===== src/rtl/lm_encoder.sv =====
// LED-manager encoder: collects LED pattern requests from N_SRC producers and
// an error channel, arbitrates (error first, then round-robin) and paces FIFO pushes.

module lm_src_slot #(
    parameter int WIDTH = 8
) (
    input  logic             clk,
    input  logic             rst_n,
    input  logic             valid,
    input  logic [WIDTH-1:0] data,
    input  logic             grant,
    output logic             pend,
    output logic [WIDTH-1:0] word
);
    // grant only fires while pend is set, so it can never collide with an accept
    always_ff @(posedge clk or negedge rst_n) begin
        if (!rst_n) begin
            pend <= 1'b0;
            word <= '0;
        end else if (grant) begin
            pend <= 1'b0;
        end else if (valid && !pend) begin
            pend <= 1'b1;
            word <= data;
        end
    end
endmodule

module lm_encoder #(
    parameter int WIDTH       = 8,
    parameter int N_SRC       = 4,
    parameter int HOLD_CYCLES = 2,
    parameter int CNT_W       = 16
) (
    input  logic                   clk,
    input  logic                   rst_n,
    input  logic [N_SRC-1:0]       src_valid,
    input  logic [N_SRC*WIDTH-1:0] src_data,
    output logic [N_SRC-1:0]       src_ready,
    input  logic                   err_valid,
    input  logic [WIDTH-1:0]       err_code,
    input  logic                   fifo_full,
    output logic                   wr_en,
    output logic [WIDTH-1:0]       wr_data,
    output logic                   err_overrun,
    output logic                   busy
);
    localparam int PTR_W = (N_SRC > 1) ? $clog2(N_SRC) : 1;

    typedef enum logic [1:0] {IDLE, WRITE, HOLD} state_t;

    state_t                        state, state_nxt;
    logic [CNT_W-1:0]              cnt, cnt_nxt;
    logic [PTR_W-1:0]              rr_ptr, rr_nxt;
    logic [N_SRC-1:0]              pend, grant;
    logic [N_SRC-1:0][WIDTH-1:0]   word;
    logic                          err_pend, err_grant;
    logic [WIDTH-1:0]              err_buf;
    logic                          wr_en_nxt;
    logic [WIDTH-1:0]              wr_data_nxt;
    logic                          rr_hit;
    logic [PTR_W-1:0]              rr_sel;
    logic [PTR_W:0]                rr_sum;

    for (genvar i = 0; i < N_SRC; i++) begin : g_slot
        lm_src_slot #(.WIDTH(WIDTH)) u_slot (
            .clk   (clk),
            .rst_n (rst_n),
            .valid (src_valid[i]),
            .data  (src_data[i*WIDTH +: WIDTH]),
            .grant (grant[i]),
            .pend  (pend[i]),
            .word  (word[i])
        );
    end

    assign src_ready = ~pend;
    assign busy      = (state != IDLE) | (|pend) | err_pend;

    // Search from rr_ptr upward with wrap; walking j downward lets the closest hit win.
    always_comb begin
        rr_hit = 1'b0;
        rr_sel = rr_ptr;
        rr_sum = '0;
        for (int j = N_SRC - 1; j >= 0; j--) begin
            rr_sum = {1'b0, rr_ptr} + (PTR_W+1)'(j);
            if (rr_sum >= (PTR_W+1)'(N_SRC))
                rr_sum = rr_sum - (PTR_W+1)'(N_SRC);
            if (pend[rr_sum[PTR_W-1:0]]) begin
                rr_hit = 1'b1;
                rr_sel = rr_sum[PTR_W-1:0];
            end
        end
    end

    always_comb begin
        state_nxt   = state;
        cnt_nxt     = cnt;
        rr_nxt      = rr_ptr;
        wr_en_nxt   = 1'b0;
        wr_data_nxt = wr_data;
        grant       = '0;
        err_grant   = 1'b0;
        case (state)
            IDLE: begin
                if (!fifo_full && (err_pend || rr_hit)) begin
                    state_nxt = WRITE;
                    wr_en_nxt = 1'b1;
                    if (err_pend) begin
                        err_grant   = 1'b1;
                        wr_data_nxt = err_buf;
                    end else begin
                        grant[rr_sel] = 1'b1;
                        wr_data_nxt   = word[rr_sel];
                        rr_nxt        = (rr_sel == PTR_W'(N_SRC - 1)) ? '0 : rr_sel + 1'b1;
                    end
                end
            end
            WRITE: begin
                state_nxt = HOLD;
                cnt_nxt   = CNT_W'(HOLD_CYCLES);
            end
            HOLD: begin
                if (cnt == '0) state_nxt = IDLE;
                else           cnt_nxt   = cnt - 1'b1;
            end
            default: state_nxt = IDLE;
        endcase
    end

    always_ff @(posedge clk or negedge rst_n) begin
        if (!rst_n) begin
            state   <= IDLE;
            cnt     <= '0;
            rr_ptr  <= '0;
            wr_en   <= 1'b0;
            wr_data <= '0;
        end else begin
            state   <= state_nxt;
            cnt     <= cnt_nxt;
            rr_ptr  <= rr_nxt;
            wr_en   <= wr_en_nxt;
            wr_data <= wr_data_nxt;
        end
    end

    // A new error on the edge that grants the old one is a hand-off, not an overrun.
    always_ff @(posedge clk or negedge rst_n) begin
        if (!rst_n) begin
            err_pend    <= 1'b0;
            err_buf     <= '0;
            err_overrun <= 1'b0;
        end else if (err_valid) begin
            err_pend <= 1'b1;
            err_buf  <= err_code;
            if (err_pend && !err_grant) err_overrun <= 1'b1;
        end else if (err_grant) begin
            err_pend <= 1'b0;
        end
    end
endmodule


===== config.mk =====
export PLATFORM = sky130hd
export DESIGN_NAME = lm_encoder
export DESIGN_NICKNAME = d
export VERILOG_FILES = /design/src/rtl/lm_encoder.sv
export SDC_FILE = /design/constraint.sdc
export NUM_CORES = 1
export LEC_CHECK = 0
export ABC_AREA = 0
export CAP_MARGIN = 20
export CORE_UTILIZATION = 52
export CTS_CLUSTER_DIAMETER = 150
export DETAILED_ROUTE_END_ITERATION = 10
export PLACE_DENSITY = 0.79
export SLEW_MARGIN = 20
export SYNTH_ARGS = -nofsm -noshare
export SYNTH_HDL_FRONTEND = slang
export SYNTH_SLANG_ARGS = --single-unit

===== constraint.sdc =====
create_clock -name clk -period 3.4 [get_ports clk]
set_clock_uncertainty 0.2 [all_clocks]
set_input_delay 0.85 -clock clk [delete_from_list [all_inputs] [get_ports clk]]
set_output_delay 0.85 -clock clk [all_outputs]
set_load 0.05 [all_outputs]

==> After elaboration in Yosys (flattened, before gate mapping) <==
Cells that the tools add are included.
{ "op_classes": {"add_sub_neg": 9, "magnitude_cmp": 10, "eq_ne": 6, "muxes": 49, "bitwise_logic": 8, "n_reduce_logical": 33} }
{ "op_table": {"columns": ["operator", "count"], "rows": [
  ["$pmux W16 S2", 1],
  ["$mux W1", 24],
  ["$mux W2", 11],
  ["$bmux W8 S2", 1],
  ["$logic_not A16 Y1", 1],
  ["$mux W16", 1],
  ["$mux W8", 2],
  ["$reduce_and A2 Y1", 8],
  ["$sub A16 B1 Y16 const B", 1],
  ["$lt A2 B3 Y1 const B", 5],
  ["$reduce_bool A2 Y1", 7],
  ["$mux W4", 3],
  ["$ge A3 B3 Y1 const B", 3],
  ["$bmux W1 S2", 4],
  ["$sub A2 B1 Y2 const B", 4],
  ["$logic_and A1 B1 Y1", 7],
  ["$add A2 B2 Y3 const B", 2],
  ["$logic_not A1 Y1", 6],
  ["$ne A2 B2 Y1 const B", 3],
  ["$pmux W2 S3", 1],
  ["$not A1 Y1", 5],
  ["$eq A2 B2 Y1 const B", 2],
  ["$not A4 Y4", 1],
  ["$reduce_or A4 Y1", 1],
  ["other kinds (10)", 11]
]} }
{ "word_totals": {"regBits": 75, "in_bits": 48, "output_inout_bits": 15, "elab_cells": 131} }

==> Logic depth before layout (Yosys ltp) <==
{ "logic_depth": {"ltp_word": 18, "ltp_mapped": 8, "mapped_depth_nobuf": 7} }

==> Cells and area by module <==
A second synthesis with hierarchy kept.
{ "unflattened": {"cells_unflattened": 306, "area_unflattened_um2": 3619.7} }
{ "by_module_without_submodules": {"columns": ["module", "instances", "cells_each", "area_each_um2", "seq_area_each_um2"], "rows": [
  ["lm_encoder", 1, 226, 2253.4, 975.9],
  ["lm_src_slot", 4, 20, 341.6, 225.2]
]} }

==> Worst setup path after synthesis <==
Ideal clock, no wire load.
{ "synth_path": {"kind": "register to register", "from": "register g_slot[0].u_slot.pend", "to": "register g_slot[3].u_slot.word[0]", "setup_time_ns": 0.125, "arrival_time_ns": 2.640, "required_time_ns": 3.075, "slack_ns": 0.435, "path_stages_with_launch": 9, "n_path_buf": 1, "period_less_slack_ns": 2.965, "cell_sequence": "dfrtp_1 inv_1 o22ai_1 a221oi_1 clkbuf_1 ha_1 nand2_1 nand3_1 mux2_2"} }
{ "synth_between": {"elab_chain_len": 15, "elab_cells_between_ends": 28, "cone_classes": "order compare: 2; mux: 21; bitwise: 1; reduce/logical: 4"} }
{ "synth_rtl": {"columns": ["element", "line_no", "rtl"], "rows": [
  ["from (decl)", "12", "output logic pend,"],
  ["from (signal assigned)", "18", "pend <= 1'b0;"],
  ["from (signal assigned)", "21", "pend <= 1'b0;"],
  ["from (signal assigned)", "23", "pend <= 1'b1;"],
  ["$bmux W1 S2", "89", "if (pend[rr_sum[PTR_W-1:0]]) begin"],
  ["$mux W1 (not written as such)", "89", null],
  ["$mux W2 (4 in series)", "89", null],
  ["$lt A2 B3 Y1 (not written as such) or $ge A2 B1 Y1 (tied branches)", "113", "grant[rr_sel] = 1'b1;"],
  ["$logic_and A1 B1 Y1 (not written as such)", "113", null],
  ["$mux W1 (not written as such)", "113", null],
  ["$demux W1 S2", "113", null],
  ["$mux W4", "109", "if (err_pend) begin"],
  ["$mux W4 *", "106", "if (!fifo_full && (err_pend || rr_hit)) begin"],
  ["$mux W4 *", "104", "case (state)"],
  ["$not A1 Y1 (no line) *", null, null],
  ["$reduce_and A2 Y1 (no line) *", null, null],
  ["to (signal assigned)", "24", "word <= data;"],
  ["to (decl)", "13", "output logic [WIDTH-1:0] word"]
]} }
Mark *: on every way between the ends. The rest lies on a longest branch, timed or not. The select of a mux whose other input is x is not followed.
A chain may end at the register's enable or synchronous reset.

==> Worst setup path after layout <==
{ "layout_path": {"from": "register g_slot[1].u_slot.pend", "to": "output port busy"} }
{ "layout_between": {"elab_chain_len": 3} }
{ "layout_rtl": {"columns": ["element", "line_no", "rtl"], "rows": [
  ["from (decl)", "12", null],
  ["from (signal assigned)", "18", null],
  ["from (signal assigned)", "21", null],
  ["from (signal assigned)", "23", null],
  ["$reduce_or A4 Y1", "78", "assign busy = (state != IDLE) | (|pend) | err_pend;"],
  ["$or A1 B1 Y1 (2 in series)", "78", null],
  ["to (decl)", "46", "output logic busy"]
]} }
No other way between the ends.

==> impl_summary.md <==
Status
The flow ran to the end, and the final reports show no timing, DRC or antenna violations.

GRT
For this run, global-route usage on met1 was measured as 28.1%. The number of global-route vias before repair came to 2539. Global routing used 22.7% of the available tracks. The number of antenna violations at the first check in global routing is 0. After global routing the overflow that remains totals 0. The met2 track demand over resource in global routing is 37.9%. The first global-routing pass estimated 12100 um of wire. The global routing's busiest layer is met2. The maximum number of pins on one net before global-route repair is 64.

The global-route track usage on met3 is 5.86%.

Floorplanning
The chip width is 83.3 um. The starting density of the core is 54.2%. The number of I/O pins is 63. The height of the die is 83.3 um. The floorplan row count is 29. The core region is 6350 um^2. The die area is 6940 um^2.

Timing
The post-layout minimum cycle time is 3170 ps. The worst slew slack as a fraction of its limit is 43.7%. After layout, the worst path uses 93.2% of the clock period. Hold is met by 174 ps. Setup repair after global routing left no endpoint under its margin. The slew at the pin with the worst max-slew slack is 835 ps. The final-report max-slew violation count is 0. The sum of negative setup slack is 0 ps. The count of endpoints failing hold in the final timing report is 0.

The number of setup violations in the final report is 0. Static timing analysis puts the maximum clock frequency at 316 MHz.

Setup path
The worst reg2reg path depth is 5. The worst register-to-register path ends at cnt[2]$_DFFE_PN0P_. The reg-to-reg setup timing slack is 680 ps. The critical path start-end classification is reg -> out. Of all nets on the critical path, the largest fanout is 7. The arrival time of the worst setup path is 2120 ps. The critical path launch point type is a flip-flop. The endpoint class of the critical path is an output port. The startpoint identified for the worst register-to-register timing path is cnt[5]$_DFFE_PN0P_.

The data required time at the worst endpoint is 2350 ps.

Clock tree
The number of gates resized after CTS was 1. The number of setup buffers added after CTS is 0. Counting the buffers created by CTS gives 9. Buffers inserted to repair hold after CTS numbered 0. In this run the deepest clock path goes through 2 buffers. The H-tree generated during clock tree synthesis spans 3 levels. The clock latency of the later-clocked register in the worst-skew pair is 360 ps. The clock tree from TritonCTS is yes. The root buffer cell is clkbuf_8.

The clock net sink count is 75. The clock transition at the register clock pins on the worst setup and hold paths after CTS is 80 ps.

Detailed routing
The number of vias after detailed routing is 2498. Dividing the detail-routed wire length by the instance count gives 16.2 um. The residual antenna-violating net count after detailed routing is 0.

The remaining routing DRC violations is 0. Dividing the detail-routed via count by the number of cells gives 5.73. The first routing iteration left 108 violations. The iteration count of the initial detailed-routing pass is 4. The total wire length is 7060 um.

Logic synthesis
The sequential share of the synthesized area is 54.6%. The number of standard cells after synthesis is 286. The count of cell types in the netlist is 43. The proportion of synthesized flip-flops having asynchronous set or reset is 100%. The number of nets handed over by synthesis was 337. The number of synthesized register bits is 75. The mean instance size in the synthesized netlist is 12.0 um^2.

Among all flip-flop cells after synthesis, the most frequent one is dfrtp_1. The number of synthesized flops with an enable pin is 0. The count of synthesis-stage warnings from yosys is 0.

The post-synthesis cell area is 3440 um^2.

Place
The HPWL reported at the end of detailed placement is 5260 um. The number of cells after detailed placement is 420. The number of port buffers is 62. The placer's final routability congestion estimate is 0.818.

Cells and area
The area growth from synthesis to layout is 26.9%. Of the cells placed in the final design, the portion with a size suffix greater than 1 is 19.8%. The repair_antennas step left the layout with diodes totalling 0. The top cell types in the final layout, fill and taps aside, are dfrtp_1 (75), clkdlybuf4s50_1 (60), mux2_2 (41), mux2i_1 (23), nand2_1 (16). The multi-input combinational cells in the finished layout cover a total of 1500 um^2. Once layout is complete, the cells apart from fillers number 436. The area taken by flip-flops and latches is 1880 um^2.

The most frequent standard cell in the layout excluding fill and tap cells is dfrtp_1. After filler insertion, the fill cell instance count of the layout stands at 472. For this run, the post-layout net count is 405.

Min path
The type of the worst min-delay path is in -> async.

Power and ir drop
VDD sags by at most 479 uV. Power spread over the standard cell area amounts to 807 nW/um^2. The leakage power of the design is 1.93 nW.

Flow run
Across the run, the number of max-cap violations was 0.
[critical path, cell delays in order (launching register included)]
cell	delay, ps
dfrtp_1	450
or4_1	560
or3_1	320
dlygate4sd2_1	430
[registers in the layout (all words and copies together) (netlist names)]
signal / cells
g_slot.u_slot.word: 32
cnt: 16
err_buf: 8
wr_data: 8
g_slot.u_slot.pend: 4
rr_ptr: 2
state: 2
err_overrun: 1
err_pend: 1
wr_en: 1
[cell type report]
type | instances | area share, %
timing repair buffer | 68 | 15.4
clock inverter | 7 | 1.38
multi-input combinational | 189 | 34.3
tap | 77 | 2.21
clock buffer | 9 | 2.84
inverter | 11 | 0.946
sequential | 75 | 43.0
[logic make-up (layout without fill, tap and decap cells)]
family | count (synthesis) | count (layout) | share of synthesized area (%)
XOR/XNOR | 2 | 2 | 0.509
flip-flops | 75 | 75 | 54.6
buffers and inverters | 22 | 95 | 2.47
adder cells (fa/ha/maj) | 3 | 3 | 1.09
AND/OR/NAND/NOR | 72 | 72 | 11.5
multiplexers | 64 | 64 | 20.1
AO/OA/AOI/OAI | 48 | 48 | 9.79
[layer usage]
layer / share of wire, % / up-vias
li1: - / 1186
met1: 43 / 1229
met2: 51 / 71
met3: 4.8 / 12
met4: 1.7 / 0
met5: 0 / -
[power by group]
group | total, mW | leakage (nW) | internal, mW | switching [mW]
Clock | 0.638 | 0.0912 | 0.277 | 0.360
Combinational | 1.42 | 0.931 | 0.671 | 0.747
Sequential | 1.47 | 0.909 | 1.22 | 0.248
[per-stage QoR]
step	util [%]	area (um^2)	setup WS (ps)	power [mW]
after global routing	68.7	4370	174	3.77
final	68.7	4370	233	3.52
after floorplan	-	3440	435	2.46
after detailed placement	65.9	4180	307	2.91
after CTS	68.7	4370	219	3.55
after global placement	65.9	4180	340	2.86
[cells in the mapped netlist (all sizes together) (6+ instances only)]
cell	n	area, um^2
dfrtp	75	1880
mux2	41	462
mux2i	23	230
nand2	16	60.1
inv	11	41.3
a21oi	9	45.0
clkbuf	9	33.8
nor2	8	30.0
nor3	8	45.0
nand2b	7	43.8
o21ai	7	35.0
o22ai	6	37.5
[worst max-delay path by stage]
stage                                                end  cells past startpoint  slack [ps]                              start
finish                                              busy                      3         230  g_slot[1].u_slot.pend$_DFFE_PN0P_
global placement                                    busy                      3         340  g_slot[1].u_slot.pend$_DFFE_PN0P_
global route                                        busy                      3         170  g_slot[1].u_slot.pend$_DFFE_PN0P_
detailed placement  g_slot[3].u_slot.word[5]$_DFFE_PN0P_                      6         310                          fifo_full
CTS                                                 busy                      3         220  g_slot[1].u_slot.pend$_DFFE_PN0P_
floorplan           g_slot[3].u_slot.word[0]$_DFFE_PN0P_                      8         430  g_slot[0].u_slot.pend$_DFFE_PN0P_
(Power assumes the default switching activity.)
